==> config.mk <==
export PLATFORM = sky130hd
export DESIGN_NAME = fetch_unit
export DESIGN_NICKNAME = d
export VERILOG_FILES = /design/src/rtl/mips_pkg.sv /design/src/rtl/fetch_skid_buf.sv /design/src/rtl/fetch_unit.sv
export SDC_FILE = /design/constraint.sdc
export NUM_CORES = 1
export LEC_CHECK = 0
export ABC_AREA = 1
export BUFFER_PORTS_ARGS = -buffer_cell sky130_fd_sc_hd__buf_4
export CORE_MARGIN = 2
export CORE_UTILIZATION = 50
export CTS_CLUSTER_SIZE = 8
export DETAILED_ROUTE_END_ITERATION = 7
export GPL_ROUTABILITY_DRIVEN = 1
export HOLD_SLACK_MARGIN = 0.1
export PLACE_DENSITY = 0.77
export SETUP_SLACK_MARGIN = 0.4
export SLEW_MARGIN = 20
export SYNTH_ARGS = -nofsm -noshare
export SYNTH_HDL_FRONTEND = slang
export SYNTH_SLANG_ARGS = --single-unit
export TNS_END_PERCENT = 100
==> constraint.sdc <==
create_clock -name clk -period 4.9 [get_ports clk]
set_input_delay 0.49 -clock clk [delete_from_list [all_inputs] [get_ports clk]]
set_output_delay 0.49 -clock clk [all_outputs]
set_load 0.1 [all_outputs]
==> src/rtl/mips_pkg.sv <==
// ---------------------------------------------------------------------------
// mips_pkg
// Shared definitions for the MIPS core front end:
//   PC_W          - program counter / address width
//   PC_RESET_DEF  - default PC loaded on reset
//   fetch_state_e - instruction-fetch FSM states
//   OP_*          - opcode constants used by the decoder on instr[31:26]
//   pc_plus4      - sequential next-PC helper (wraps modulo 2^PC_W)
// ---------------------------------------------------------------------------
package mips_pkg;

  localparam int PC_W = 32;

  localparam logic [PC_W-1:0] PC_RESET_DEF = 32'h0000_0000;

  // FETCH: nothing outstanding, WAIT: one granted request outstanding,
  // DROP: outstanding request whose response is to be thrown away.
  typedef enum logic [1:0] {
    FS_FETCH = 2'd0,
    FS_WAIT  = 2'd1,
    FS_DROP  = 2'd2
  } fetch_state_e;

  localparam logic [5:0] OP_J   = 6'b000010;
  localparam logic [5:0] OP_BEQ = 6'b000100;
  localparam logic [5:0] OP_BNE = 6'b000101;

  function automatic logic [PC_W-1:0] pc_plus4(input logic [PC_W-1:0] pc);
    return pc + 32'd4;
  endfunction

endpackage

==> src/rtl/fetch_skid_buf.sv <==
// ---------------------------------------------------------------------------
// fetch_skid_buf
// One-entry holding register for a fetched instruction and its PC+4, used
// when the IF/ID register is stalled at the moment a response arrives.
// Ports:
//   i_clk, i_rst        clock, asynchronous active-high reset
//   i_load              capture i_instr/i_pc4 and mark full
//   i_unload            entry has been moved out; mark empty
//   i_clear             discard the entry (redirect); wins over load
//   i_instr, i_pc4      data to capture
//   o_full              entry valid
//   o_instr, o_pc4      held data
// ---------------------------------------------------------------------------
module fetch_skid_buf
  import mips_pkg::*;
(
  input  logic            i_clk,
  input  logic            i_rst,
  input  logic            i_load,
  input  logic            i_unload,
  input  logic            i_clear,
  input  logic [31:0]     i_instr,
  input  logic [PC_W-1:0] i_pc4,
  output logic            o_full,
  output logic [31:0]     o_instr,
  output logic [PC_W-1:0] o_pc4
);

  logic            r_full;
  logic [31:0]     r_instr;
  logic [PC_W-1:0] r_pc4;

  always_ff @(posedge i_clk or posedge i_rst) begin
    if (i_rst) begin
      r_full  <= 1'b0;
      r_instr <= '0;
      r_pc4   <= '0;
    end else if (i_clear) begin
      r_full <= 1'b0;
    end else if (i_load) begin
      r_full  <= 1'b1;
      r_instr <= i_instr;
      r_pc4   <= i_pc4;
    end else if (i_unload) begin
      r_full <= 1'b0;
    end
  end

  assign o_full  = r_full;
  assign o_instr = r_instr;
  assign o_pc4   = r_pc4;

endmodule

==> src/rtl/fetch_unit.sv <==
// ---------------------------------------------------------------------------
// fetch_unit
// Instruction-fetch stage: owns the PC, runs the instruction-memory
// request/grant/response handshake (at most one request outstanding), and
// fills the IF/ID register with {instr, pc+4}. Downstream redirects reload
// the PC and squash anything in flight; decode back-pressure is absorbed by
// a one-entry skid buffer.
// Ports:
//   clk, reset                      clock, asynchronous active-high reset
//   imem_req/imem_addr              fetch request (combinational)
//   imem_gnt                        request accepted this cycle
//   imem_rvalid/imem_rdata          response
//   redirect_valid/redirect_pc      taken jump/branch, highest priority
//   id_ready                        decode consumes IF/ID this cycle
//   if_id_valid/instr/pc4           IF/ID register outputs
// ---------------------------------------------------------------------------
module fetch_unit
  import mips_pkg::*;
#(
  parameter logic [PC_W-1:0] PC_RESET = PC_RESET_DEF
) (
  input  logic            clk,
  input  logic            reset,
  output logic            imem_req,
  output logic [PC_W-1:0] imem_addr,
  input  logic            imem_gnt,
  input  logic            imem_rvalid,
  input  logic [31:0]     imem_rdata,
  input  logic            redirect_valid,
  input  logic [PC_W-1:0] redirect_pc,
  input  logic            id_ready,
  output logic            if_id_valid,
  output logic [31:0]     if_id_instr,
  output logic [PC_W-1:0] if_id_pc4
);

  fetch_state_e    r_state;
  logic [PC_W-1:0] r_pc;
  logic            r_ifid_valid;
  logic [31:0]     r_ifid_instr;
  logic [PC_W-1:0] r_ifid_pc4;

  logic            w_skid_full;
  logic [31:0]     w_skid_instr;
  logic [PC_W-1:0] w_skid_pc4;
  logic            w_resp;
  logic            w_ifid_open;
  logic            w_req;
  logic            w_grant;
  logic            w_skid_load;
  logic            w_skid_unload;
  logic [PC_W-1:0] w_redirect_pc;

  // Response for the live (non-dropped) request.
  assign w_resp      = (r_state == FS_WAIT) && imem_rvalid;
  // IF/ID may take a new word: empty, or its current word leaves this cycle.
  assign w_ifid_open = !r_ifid_valid || id_ready;

  // A follow-on request in WAIT is only safe when the arriving word goes
  // straight to IF/ID; otherwise it would fill the skid and leave the next
  // response with nowhere to land.
  assign w_req = !reset && !w_skid_full &&
                 ((r_state == FS_FETCH) || (w_resp && w_ifid_open));
  assign w_grant = w_req && imem_gnt;

  assign w_skid_load   = w_resp && !w_ifid_open && !redirect_valid;
  assign w_skid_unload = w_skid_full && w_ifid_open;

  assign w_redirect_pc = redirect_pc & ~32'h0000_0003;

  assign imem_req  = w_req;
  assign imem_addr = r_pc;

  // PC / FSM. r_pc always holds the next address to request; it advances on
  // grant, so while in WAIT it equals (outstanding address + 4).
  always_ff @(posedge clk or posedge reset) begin
    if (reset) begin
      r_state <= FS_FETCH;
      r_pc    <= PC_RESET;
    end else if (redirect_valid) begin
      r_pc <= w_redirect_pc;
      // Anything granted now, or still waiting for its response, is stale.
      if (w_grant || ((r_state != FS_FETCH) && !imem_rvalid))
        r_state <= FS_DROP;
      else
        r_state <= FS_FETCH;
    end else if (w_grant) begin
      r_pc    <= pc_plus4(r_pc);
      r_state <= FS_WAIT;
    end else if ((r_state != FS_FETCH) && imem_rvalid) begin
      // WAIT without a follow-on grant, or DROP absorbing its response.
      r_state <= FS_FETCH;
    end
  end

  // IF/ID register: skid entry is older than any arriving response.
  always_ff @(posedge clk or posedge reset) begin
    if (reset) begin
      r_ifid_valid <= 1'b0;
      r_ifid_instr <= '0;
      r_ifid_pc4   <= '0;
    end else if (redirect_valid) begin
      r_ifid_valid <= 1'b0;
    end else if (w_ifid_open) begin
      if (w_skid_full) begin
        r_ifid_valid <= 1'b1;
        r_ifid_instr <= w_skid_instr;
        r_ifid_pc4   <= w_skid_pc4;
      end else if (w_resp) begin
        r_ifid_valid <= 1'b1;
        r_ifid_instr <= imem_rdata;
        r_ifid_pc4   <= r_pc;
      end else begin
        r_ifid_valid <= 1'b0;
      end
    end
  end

  fetch_skid_buf u_skid (
    .i_clk    (clk),
    .i_rst    (reset),
    .i_load   (w_skid_load),
    .i_unload (w_skid_unload),
    .i_clear  (redirect_valid),
    .i_instr  (imem_rdata),
    .i_pc4    (r_pc),
    .o_full   (w_skid_full),
    .o_instr  (w_skid_instr),
    .o_pc4    (w_skid_pc4)
  );

  assign if_id_valid = r_ifid_valid;
  assign if_id_instr = r_ifid_instr;
  assign if_id_pc4   = r_ifid_pc4;

endmodule

==> flow_summary.toml <==
[synthesis]
synth-main-ff-cell = "dfrtp_1"
synth.area.top_cells = "dfrtp_1 (50%), nand2_1 (23%), o21ai_0 (8.2%)"
yosysTopAreaCell = "dfrtp_1"
synth_common_cells = "nand2_1 (483), dfrtp_1 (158), o21ai_0 (129)"
syn-cell-area_mm2 = 0.00789
seq_area_frac_synth_pct = 50.1
ys_ff_latch = 158
ys_warn_count = 0
synth_edf_count = 0
ys_types = 27
yosys.cell_count.top_type = "nand2_1"
syn_inst = 1048
async_reset_ff_share_pct = 100
synth_top_cell_area_share_pct = 50.1
avgSynthCellArea_um2 = 7.53

[clock_network]
numClockSinks = 158
postCtsHoldBufs = 0
root_buffer = "clkbuf_16"
cts_max_level = 4
cts_tree = "yes"
clkTransAtPathRegs_ps = 60
clockBufferDepth = 2
cts_resized = 0
cts_inserted_buffers = 17
cts_setup_buffers = 0
insertion_delay_ps = 420

[floorplan]
core_mm2 = 0.0153
rows = 45
die_y_um = 130
start_util_pct = 51.5
fp.dieW_um = 130
ios = 168
dieArea_mm2 = 0.0168

[power]
p_per_area_mw_per_mm2 = 613
leakagePower_nw = 5.12
vdd_drop_max_v = 0.000377

[sta]
finalHoldViolCount = 0
rsz0062_at_grt = "no"
fin_crit_sh_pct = 56.2
holdWs_ps = 185
finalSetupViolCount = 0
slew_headroom_pct = 40.4
period_minus_slack_ps = 2750
fin_skew_ps = 10.2
slew_viol_final = 0
worst_slew_pin_slew_ps = 893
fmax_mhz = 363
setup_tns_ps = 0

[setup_path]
rr_endpoint = "imem_addr[21]$_DFFE_PP0P_"
cp.required_ps = 5250
crit_arrival_ps = 3110
crit_fanout = 66
worstRegToRegCells = 6
crit_type = "register to register"
startpoint_type = "register"
worstReg2RegStart = "u_skid.o_full$_DFFE_PP0P_"
rrSetupSlack_ps = 2150
cp-end-kind = "register"

[final_layout]
area_growth_pct = 23.7
finalNetCount = 1252
regArea_mm2 = 0.00396
design_area_mm2 = 0.00976
fin_cells = 1405
drive_above_1_share_pct = 19.0
n_fill_cell = 1418
multi_input_area_mm2 = 0.00332
diodes = 0

[global_route]
grt_pass1_vias = 6185
grt_pass1_wl_mm = 30.2
antenna_found_initial = 0
grt_max_degree = 127
grt_overflow = 0
grt_util_all_layers_pct = 22.7

[job]
cap_violations = 0

[route]
totalWireLength_mm = 18.4
first_iter_violations = 504
routed_via_density = 4.92
drc = 0
firstDrtPassIters = 4
final_antenna_net_count = 0
via_count = 6910
route.detailed.wl_per_inst_um = 13.1

[place]
dpl.cell_count = 1372
place_area_mm2 = 0.00909
portBuffers = 161
hpwl_mm = 12.3
routabilityCongestion = 0.864

[run_status]
status = "finished, final reports clean"

[worst_hold_path]
worstHoldPathType = "input port to async pin"
-- routing by layer --
metal,vias to the layer above,GRT usage (%),routed length (um)
met5,-,0,0
met4,0,6.70,241
met3,18,4.09,855
met2,185,34.3,8550
met1,3188,33.6,8760
li1,3519,-,-
-- power by group --
group | internal (mW) | switching, mW
registers | 1.57 | 0.192
clock network | 0.893 | 0.517
logic | 0.499 | 2.32
-- state kept, by name (all words and copies together), names as in the netlist --
name            cells
if_id_valid         1
u_skid.o_pc4       30
u_skid.o_instr     32
u_skid.o_full       1
if_id_pc4          30
if_id_instr        32
r_state             2
imem_addr          30
-- worst max path at each step --
stage	start	slack, ps	end
4_1_cts	u_skid.o_full$_DFFE_PP0P_	2150	imem_addr[21]$_DFFE_PP0P_
2_1_floorplan	if_id_valid$_DFFE_PP0P_	1110	imem_req
3_3_place_gp	u_skid.o_full$_DFFE_PP0P_	2160	imem_addr[21]$_DFFE_PP0P_
6_report	u_skid.o_full$_DFFE_PP0P_	2150	imem_addr[21]$_DFFE_PP0P_
3_5_place_dp	u_skid.o_full$_DFFE_PP0P_	2200	imem_addr[21]$_DFFE_PP0P_
5_1_grt	u_skid.o_full$_DFFE_PP0P_	1950	imem_addr[21]$_DFFE_PP0P_
-- critical path: stages (launching register included) --
cell     delay (ps)
dfrtp_4         690
buf_12          280
nor2_1          210
nand3_2         450
nor2_4          720
nand3_1         190
nand2_1         120
-- cell families after synthesis --
kind of cell | synth area share [%]
AOI/OAI and AO/OA | 8.58
xor gates and xnor gates | 0.999
adders and majority gates | 0.159
buffers and inverters | 8.17
DFF | 50.1
other | 0.0475
and+or+nand+nor | 31.9
-- cell usage in the layout (no fill, tap or decap) --
master      instances
clkbuf_16          17
bufinv_16           4
nand2_8             1
o21ai_0           129
nand4_1             4
conb_1              4
or2_1               1
clkinv_2            4
buf_12              1
ha_1                1
nor2_1             29
o21ai_1             3
nand3_2             1
nand2_1           482
nand2_2             3
xor2_1              9
o21ai_2             1
clkbuf_1            2
dfrtp_1           157
and2_1              1
inv_1              82
clkinv_4            2
dfrtp_4             1
nor2_4              7
a21boi_0            1
nor2_2              6
clkbuf_8            3
inv_2               3
nand2_4             4
nor2_8              3
buf_4             164
clkinvlp_4          2
nand3_1            62
-- final cells by class --
| class | instances | area share, % |
|---|---|---|
| Inverter | 87 | 3.40 |
| Timing Repair Buffer | 165 | 12.8 |
| Tap cell | 211 | 2.71 |
| Clock buffer | 22 | 4.86 |
| Sequential cell | 158 | 40.6 |
| Multi-Input combinational cell | 752 | 34.0 |
| Clock inverter | 10 | 1.64 |
-- metrics by stage --
stage / power, mW / util (%) / setup slack, ps
floorplan: 3.98 / - / 1110
global placement: 4.58 / 59.4 / 2160
detailed placement: 4.60 / 59.4 / 2200
CTS: 6.02 / 63.5 / 2150
global route: 6.21 / 63.7 / 1950
finish: 5.99 / 63.7 / 2150
(Power assumes the default switching activity.)
